### src/rtl/apb4_reg_bank.sv
// APB4 slave register bank: RW/RO word registers, wait states,
// privilege-checked writes and per-register write strobes.
module apb4_reg_bank #(
  parameter int ADDR_WIDTH = 32,
  parameter int DATA_WIDTH = 32,
  parameter int NUM_REGS = 16,
  parameter int WAIT_CYCLES = 0,
  parameter logic [NUM_REGS-1:0] RO_MASK = '0,
  parameter bit PRIV_WRITE = 1'b1
) (
  input  logic                         pclk,
  input  logic                         preset_n,
  input  logic [ADDR_WIDTH-1:0]        paddr,
  input  logic                         psel,
  input  logic                         penable,
  input  logic                         pwrite,
  input  logic [DATA_WIDTH-1:0]        pwdata,
  input  logic [DATA_WIDTH/8-1:0]      pstrb,
  input  logic [2:0]                   pprot,
  output logic                         pready,
  output logic [DATA_WIDTH-1:0]        prdata,
  output logic                         pslverr,
  output logic [NUM_REGS*DATA_WIDTH-1:0] reg_q,
  input  logic [NUM_REGS*DATA_WIDTH-1:0] status_d,
  output logic [NUM_REGS-1:0]          wr_pulse
);

  localparam int NB  = DATA_WIDTH / 8;
  localparam int OFF = $clog2(NB);
  localparam int IW  = ADDR_WIDTH - OFF;
  localparam int XW  = $clog2(NUM_REGS);
  localparam int CW  = (WAIT_CYCLES > 0) ? $clog2(WAIT_CYCLES + 1) : 1;

  typedef enum logic {IDLE, ACCESS} state_e;

  state_e                state_q;
  logic [CW-1:0]         cnt_q;
  logic [DATA_WIDTH-1:0] regs_q [NUM_REGS];
  logic [NUM_REGS-1:0]   pulse_q;

  logic [IW-1:0] idx;
  logic [XW-1:0] widx;
  logic          hit;
  logic          ro;
  logic          err;
  logic          commit;
  logic          unused;

  assign unused = ^pprot[2:1];

  assign idx  = paddr[ADDR_WIDTH-1:OFF];
  assign widx = idx[XW-1:0];
  assign hit  = ({1'b0, idx} < (IW + 1)'(NUM_REGS));
  assign ro   = RO_MASK[widx];
  assign err  = !hit
              | (pwrite & ro)
              | (pwrite & PRIV_WRITE & !pprot[0]);

  assign pready = (state_q == ACCESS) && (cnt_q == '0)
                && psel && penable;
  assign pslverr = pready & err;
  assign commit  = pready & pwrite & !err;

  always_comb begin
    prdata = '0;
    if (pready && !pwrite && !err) begin
      prdata = ro ? status_d[widx*DATA_WIDTH +: DATA_WIDTH]
                  : regs_q[widx];
    end
  end

  always_ff @(posedge pclk or negedge preset_n) begin
    if (!preset_n) begin
      state_q <= IDLE;
      cnt_q   <= '0;
    end else begin
      unique case (state_q)
        IDLE: begin
          if (psel && !penable) begin
            state_q <= ACCESS;
            cnt_q   <= CW'(WAIT_CYCLES);
          end
        end
        ACCESS: begin
          // psel low aborts; completion ends the transfer
          if (!psel || pready) begin
            state_q <= IDLE;
          end else if (cnt_q != '0) begin
            cnt_q <= cnt_q - 1'b1;
          end
        end
        default: state_q <= IDLE;
      endcase
    end
  end

  always_ff @(posedge pclk or negedge preset_n) begin
    if (!preset_n) begin
      for (int i = 0; i < NUM_REGS; i++) begin
        regs_q[i] <= '0;
      end
      pulse_q <= '0;
    end else begin
      pulse_q <= '0;
      if (commit) begin
        pulse_q[widx] <= 1'b1;
        for (int b = 0; b < NB; b++) begin
          if (pstrb[b]) begin
            regs_q[widx][b*8 +: 8] <= pwdata[b*8 +: 8];
          end
        end
      end
    end
  end

  for (genvar i = 0; i < NUM_REGS; i++) begin : g_flat
    assign reg_q[i*DATA_WIDTH +: DATA_WIDTH] = regs_q[i];
  end

  assign wr_pulse = pulse_q;

endmodule

### config.mk
export PLATFORM = sky130hd
export DESIGN_NAME = apb4_reg_bank
export DESIGN_NICKNAME = d
export VERILOG_FILES = /design/src/rtl/apb4_reg_bank.sv
export SDC_FILE = /design/constraint.sdc
export NUM_CORES = 1
export LEC_CHECK = 0
export BUFFER_PORTS_ARGS = -buffer_cell sky130_fd_sc_hd__buf_4
export CORE_AREA = 4 4 448 450
export CTS_BUF_LIST = sky130_fd_sc_hd__clkbuf_2
export DETAILED_ROUTE_END_ITERATION = 16
export DIE_AREA = 0 0 452 454
export PLACE_DENSITY_LB_ADDON = 0.25
export SYNTH_ARGS = -nofsm -noshare
export SYNTH_HDL_FRONTEND = slang
export SYNTH_SLANG_ARGS = --single-unit
### constraint.sdc
create_clock -name pclk -period 4.8 [get_ports pclk]
set_input_delay 0 -clock pclk [delete_from_list [all_inputs] [get_ports pclk]]
set_output_delay 0 -clock pclk [all_outputs]
set_load 0.005 [all_outputs]
==> reports/qor.yml, run 1 <==
synth_adder_area_share: 0
ys_seq_elements: 529
drt_first_pass_iters: 5
grt_max_degree: 133
crit_type: "primary input to flip-flop"
fmax_mhz: 206
cts_tree: "built"
period_minus_slack_ns: 4.86
vias: 19208
cp_data_required_time_ns: 6.27
cts_num_sinks: 529
synth.avg_cell_area_um2: 15.7
synth_xor_area_frac: 0
drv_slew: 0
grt_usage: 0.128
dp_hpwl_um: 94100
synth_seq_area_share: 0.528
topRoutingLayerUsed: "met5"
muxShareOfSynthArea: 0.346
antenna_found_initial: 19
ant_nets: 0
die_h_um: 454
fin_cells: 5314
status: "complete, but fails checks"
areaGrowthSynthToFinish_pct: 47.2
htree_levels: 4
synth_compound_area_frac: 0.0290
power.density_nw_per_um2: 234
wl_um: 134000
die_x_um: 452
wl_met1_um: 52700
io_pins: 1150
clockBufferDepth: 3
yosysWarnings: 0
synth-simple-area-share: 0.0731
die-area_um2: 205000
grt_pass1_vias: 20515
rsz0062_at_grt: "false"
cts_root_buf: "clkbuf_2"
post-route-period-util: 1.01
synthCells: 1594
hold_viol: 0
p_leak_uw: 0.0180
synth_fp_nets: 2182
gp_congestion: 0.718
setup_viol: 2
crit_arrival_ns: 6.34
slew_headroom: 0.139
coreArea_um2: 197000
final_common_cell: "buf_4"
placed_area_um2: 33300
netlist_area_um2: 25100
grt_pass1_wl_um: 181000
drt-initial-drc-count: 878
clkTransAtPathRegs_ns: 0.08
placed_cells: 4806
synth_top_family_by_area: "multiplexers"
peakVddDrop_v: 0.000123
std_cell_rows: 163
fin_area_um2: 36900
cts_buffers: 164
dr_wl_met3_um: 8250
tightest_slew_ns: 1.29
gr-total-overflow: 0
drc: 0
crit_path_start_kind: "primary input"
start_util: 0.128
wl_per_cell_um: 25.3
skew_ns: 0.131
setup_ws_ns: -0.0625
maxCapViolCount: 0
synth_cell_types: 35
hold_class: "primary input to flip-flop"
violations: "setup timing"
clk_latency_ns: 1.59
num-nets-final: 3136
drive_gt1_frac: 0.611
io_buffer_count: 633
cp-end-kind: "flip-flop"
crit_fanout: 23
final_cell_mix: "701 x buf_4, 529 x dfrtp_1, 460 x mux2_2, 235 x clkbuf_2, 212 x dlygate4sd3_1"
vias_per_cell: 3.61
wl_met2_um: 66200
[kinds of logic (layout without fill, tap and decap cells)]
logic type | after synthesis | after routing
mux | 640 | 640
flops | 529 | 529
simple gates | 189 | 189
buf+inv | 139 | 1208
compound gates | 97 | 97
other cells | 0 | 11
[synthesized netlist by cell type]
cell type | number | area share
clkbuf_1 | 95 | 0.014
nor4b_1 | 1 | 0.00035
nor3_1 | 2 | 0.00040
mux2_2 | 460 | 0.21
nor4_1 | 8 | 0.0020
or3_1 | 1 | 0.00025
mux2_1 | 44 | 0.020
nand4_1 | 22 | 0.0055
mux4_2 | 128 | 0.11
mux2_4 | 8 | 0.0048
and3_1 | 2 | 0.00050
and4_4 | 1 | 0.00045
buf_1 | 13 | 0.0019
buf_2 | 17 | 0.0034
nor3b_1 | 1 | 0.00030
nand2b_1 | 1 | 0.00025
nor4_4 | 48 | 0.041
nand3_1 | 47 | 0.0094
and2_1 | 4 | 0.0010
buf_4 | 10 | 0.0030
buf_6 | 1 | 0.00045
nand4_4 | 1 | 0.00085
nor2b_1 | 5 | 0.0012
buf_8 | 1 | 0.00060
a211oi_1 | 32 | 0.0096
or4_1 | 12 | 0.0036
a31oi_1 | 1 | 0.00025
nor2_1 | 14 | 0.0021
a22oi_1 | 64 | 0.019
and4_1 | 2 | 0.00070
clkinv_1 | 1 | 0.00015
dfrtp_1 | 529 | 0.53
nor4_2 | 3 | 0.0015
nand2_1 | 14 | 0.0021
inv_1 | 1 | 0.00015
[where the power goes]
| group | switching [µW] | total, µW | internal, µW |
|---|---|---|---|
| clock | 2270 | 3610 | 1340 |
| sequential | 0.222 | 4450 | 4450 |
| combinational | 393 | 586 | 193 |
[per-layer routing]
layer | up-vias | GRT usage
met2 | 681 | 0.217
met4 | 4 | 0.0652
li1 | 8193 | -
met3 | 246 | 0.0366
met5 | - | 0
met1 | 10084 | 0.148
[registers in the layout, summed over array words and instances (netlist names)]
signal and count:
wr_pulse 16, reg_q 512, state_q 1
[path summary, 6_finish.rpt]
check	from	end	slack [ns]	cells after the start
setup / recovery	paddr[10]	reg_q[56]$_DFFE_PN0P_	-0.06	13
hold / removal	paddr[14]	wr_pulse[13]$_DFF_PN0_	0.25	7
setup reg to reg	state_q$_DFF_PN0_	reg_q[56]$_DFFE_PN0P_	0.51	8
hold reg to reg	reg_q[94]$_DFFE_PN0P_	reg_q[94]$_DFFE_PN0P_	0.52	1
max in group asynchronous	preset_n	reg_q[436]$_DFFE_PN0P_	2.65	7
min in group asynchronous	preset_n	reg_q[380]$_DFFE_PN0P_	0.74	6
[what timing repair did]
item,CTS,global route
endpoints found under the setup margin,0,5
hold buffers,217,0
resized for setup,0,2
buffers inserted,0,0
hold endpoints to repair,1058,0
[metrics by stage]
stage | hold WS, ns | TNS [ns] | power, µW | setup slack (ns) | utilization
floorplan | -0.296 | 0 | 4720 | 2.75 | -
global placement | 0.104 | 0 | 5040 | 1.27 | 0.169
detailed placement | 0.0861 | 0 | 5040 | 1.29 | 0.169
CTS | 0.00465 | 0 | 8980 | 0.00550 | 0.188
global route | 0.0393 | 0 | 9210 | 0.0566 | 0.188
finish | 0.253 | -0.122 | 8650 | -0.0625 | 0.188
[worst max-delay path, cell delays in order]
cell           delay (ns)
dlygate4sd3_1        0.55
buf_4                0.13
dlygate4sd3_1        0.58
nor4_4               0.14
dlygate4sd3_1        0.62
dlygate4sd3_1        0.70
nand4_4              0.21
dlygate4sd3_1        0.67
buf_12               0.19
or4_1                0.59
dlygate4sd3_1        0.94
mux2_1               0.44
dlygate4sd3_1        0.55
[final cells by class]
class                           instances  area (µm²)
Fill cell                           21675      160000
Clock inverter                         46         226
Clock buffer                          235        1180
Timing Repair Buffer                  925        7610
Inverter                                2        7.51
Sequential cell                       529       13200
Tap cell                             2640        3300
Multi-Input combinational cell        926       11300
Antenna cell                           11        27.5
No activity file was read; power rests on OpenSTA's default activity.
==> run 2: changes to the inputs <==
--- a/config.mk
+++ b/config.mk
@@ -10,6 +10,7 @@
 export CTS_BUF_LIST = sky130_fd_sc_hd__clkbuf_2
 export DETAILED_ROUTE_END_ITERATION = 16
 export DIE_AREA = 0 0 452 454
+export GPL_TIMING_DRIVEN = 0
 export PLACE_DENSITY_LB_ADDON = 0.25
 export SYNTH_ARGS = -nofsm -noshare
 export SYNTH_HDL_FRONTEND = slang
==> reports/qor.yml, run 2 (same netlist as run 1, synthesis figures left out) <==
status: "complete, but fails checks"
violations: "capacitance limit, slew limit, setup timing"
p_leak_uw: 0.0181
fin_area_um2: 37400
areaGrowthSynthToFinish_pct: 49.1
peakVddDrop_v: 0.000143
final_common_cell: "buf_4"
htree_levels: 4
skew_ns: 0.135
hold_class: "primary input to flip-flop"
drv_slew: 9
post-route-period-util: 1.03
period_minus_slack_ns: 4.95
crit_fanout: 10
r2r-end: "reg_q[234]$_DFFE_PN0P_"
vias: 19613
placed_area_um2: 33500
crit_path_start_kind: "primary input"
coreArea_um2: 197000
gp_congestion: 0.735
fmax_mhz: 202
ant_nets: 0
cts_root_buf: "clkbuf_2"
p_total_uw: 8790
cp_data_required_time_ns: 6.24
clkTransAtPathRegs_ns: 0.10
die-area_um2: 205000
grt_pass1_wl_um: 195000
reg2reg_from: "state_q$_DFF_PN0_"
crit_type: "primary input to flip-flop"
setup_viol: 6
grt_pass1_vias: 21286
io_buffer_count: 633
hp-start: "paddr[22]"
hold_depth: 8
drive_gt1_frac: 0.582
cts_tree: "built"
largest_reg_flops: 512
drt-initial-drc-count: 934
maxCapViolCount: 1
power.density_nw_per_um2: 235
grt_usage: 0.142
r2r_slack_ns: 0.03
std_cell_rows: 163
drt_first_pass_iters: 5
utilization: 0.190
num-nets-final: 3236
rsz0062_at_grt: "false"
antenna_found_initial: 15
grt_max_degree: 104
cts_num_sinks: 529
clockBufferDepth: 3
clk_latency_ns: 1.66
worstRegToRegCells: 8
tightest_slew_ns: 1.52
io_pins: 1150
crit_arrival_ns: 6.40
cp-end-kind: "flip-flop"
drc: 0
hold_viol: 0
start_util: 0.128
fillers: 21729
gr-total-overflow: 0
wl_per_cell_um: 27.4
slew_headroom: -0.0222
vias_per_cell: 3.63
final_cell_mix: "644 x buf_4, 529 x dfrtp_1, 460 x mux2_2, 242 x clkbuf_2, 235 x dlygate4sd3_1"
min_to: "reg_q[208]$_DFFE_PN0P_"
setup_ws_ns: -0.153
die_h_um: 454
wl_um: 148000
dp_hpwl_um: 109000
die_x_um: 452
cts_buffers: 164
-- run 2: final cells by class --
type	count	area (µm²)	area share
sequential	529	13200	0.354
multi-input combinational	926	11300	0.301
timing repair buffer	892	7550	0.202
tap	2640	3300	0.0884
clock buffer	230	1150	0.0308
buffer	133	601	0.0161
clock inverter	38	243	0.00649
antenna	12	30.0	0.000803
inverter	2	8.76	0.000234
-- run 2: metrics by stage --
stage	TNS [ns]	cells	setup slack [ns]	hold slack (ns)
finish	-0.606	5402	-0.153	0.285
floorplan	0	1594	2.75	-0.296
global placement	-1569.57	4867	-3.18	0.173
global route	0	5398	0.0624	0.0143
detailed placement	0	4884	0.150	-0.0545
CTS	0	5388	0.0545	0.00126
-- run 2: timing repair --
| action | CTS | global route |
|---|---|---|
| hold endpoints to repair | 1058 | 2 |
| pin swaps | 1 | 1 |
| setup buffers | 3 | 0 |
| cloned | 0 | 0 |
| hold buffers | 234 | 3 |
| endpoints found under the setup margin | 32 | 9 |
| resized for setup | 4 | 0 |
-- run 2: per-layer routing --
layer | up-vias | share of wire | track usage
li1 | 8381 | - | -
met1 | 10374 | 0.39 | 0.161
met2 | 634 | 0.52 | 0.251
met3 | 218 | 0.049 | 0.0362
met4 | 6 | 0.042 | 0.0590
met5 | - | 0.00023 | 0
-- run 2: worst max-delay path by stage --
| stage | startpoint | depth (start not counted) | end | slack, ns |
|---|---|---|---|---|
| finish | pwrite | 13 | reg_q[234]$_DFFE_PN0P_ | -0.15 |
| global route | state_q$_DFF_PN0_ | 9 | reg_q[136]$_DFFE_PN0P_ | 0.06 |
| CTS | paddr[10] | 13 | prdata[29] | 0.05 |
| detailed placement | state_q$_DFF_PN0_ | 7 | prdata[29] | 0.15 |
| global placement | preset_n | 1 | reg_q[364]$_DFFE_PN0P_ | -3.18 |
| floorplan | state_q$_DFF_PN0_ | 6 | reg_q[160]$_DFFE_PN0P_ | 2.75 |
-- run 2: critical path, stage by stage --
cell           delay, ns
dlygate4sd3_1       0.52
dlygate4sd3_1       0.54
buf_4               0.10
dlygate4sd3_1       0.58
buf_4               0.28
and4_4              0.27
nand4_4             0.13
dlygate4sd3_1       0.75
buf_6               0.20
dlygate4sd3_1       0.75
nor4_4              1.28
mux2_2              0.43
dlygate4sd3_1       0.55
-- run 2: report_power, final --
part           switching (µW)  leakage, µW  internal (µW)  total [µW]
registers               0.247      0.00739           4450        4450
logic                     447      0.00967            219         667
clock network            2300      0.00107           1370        3670
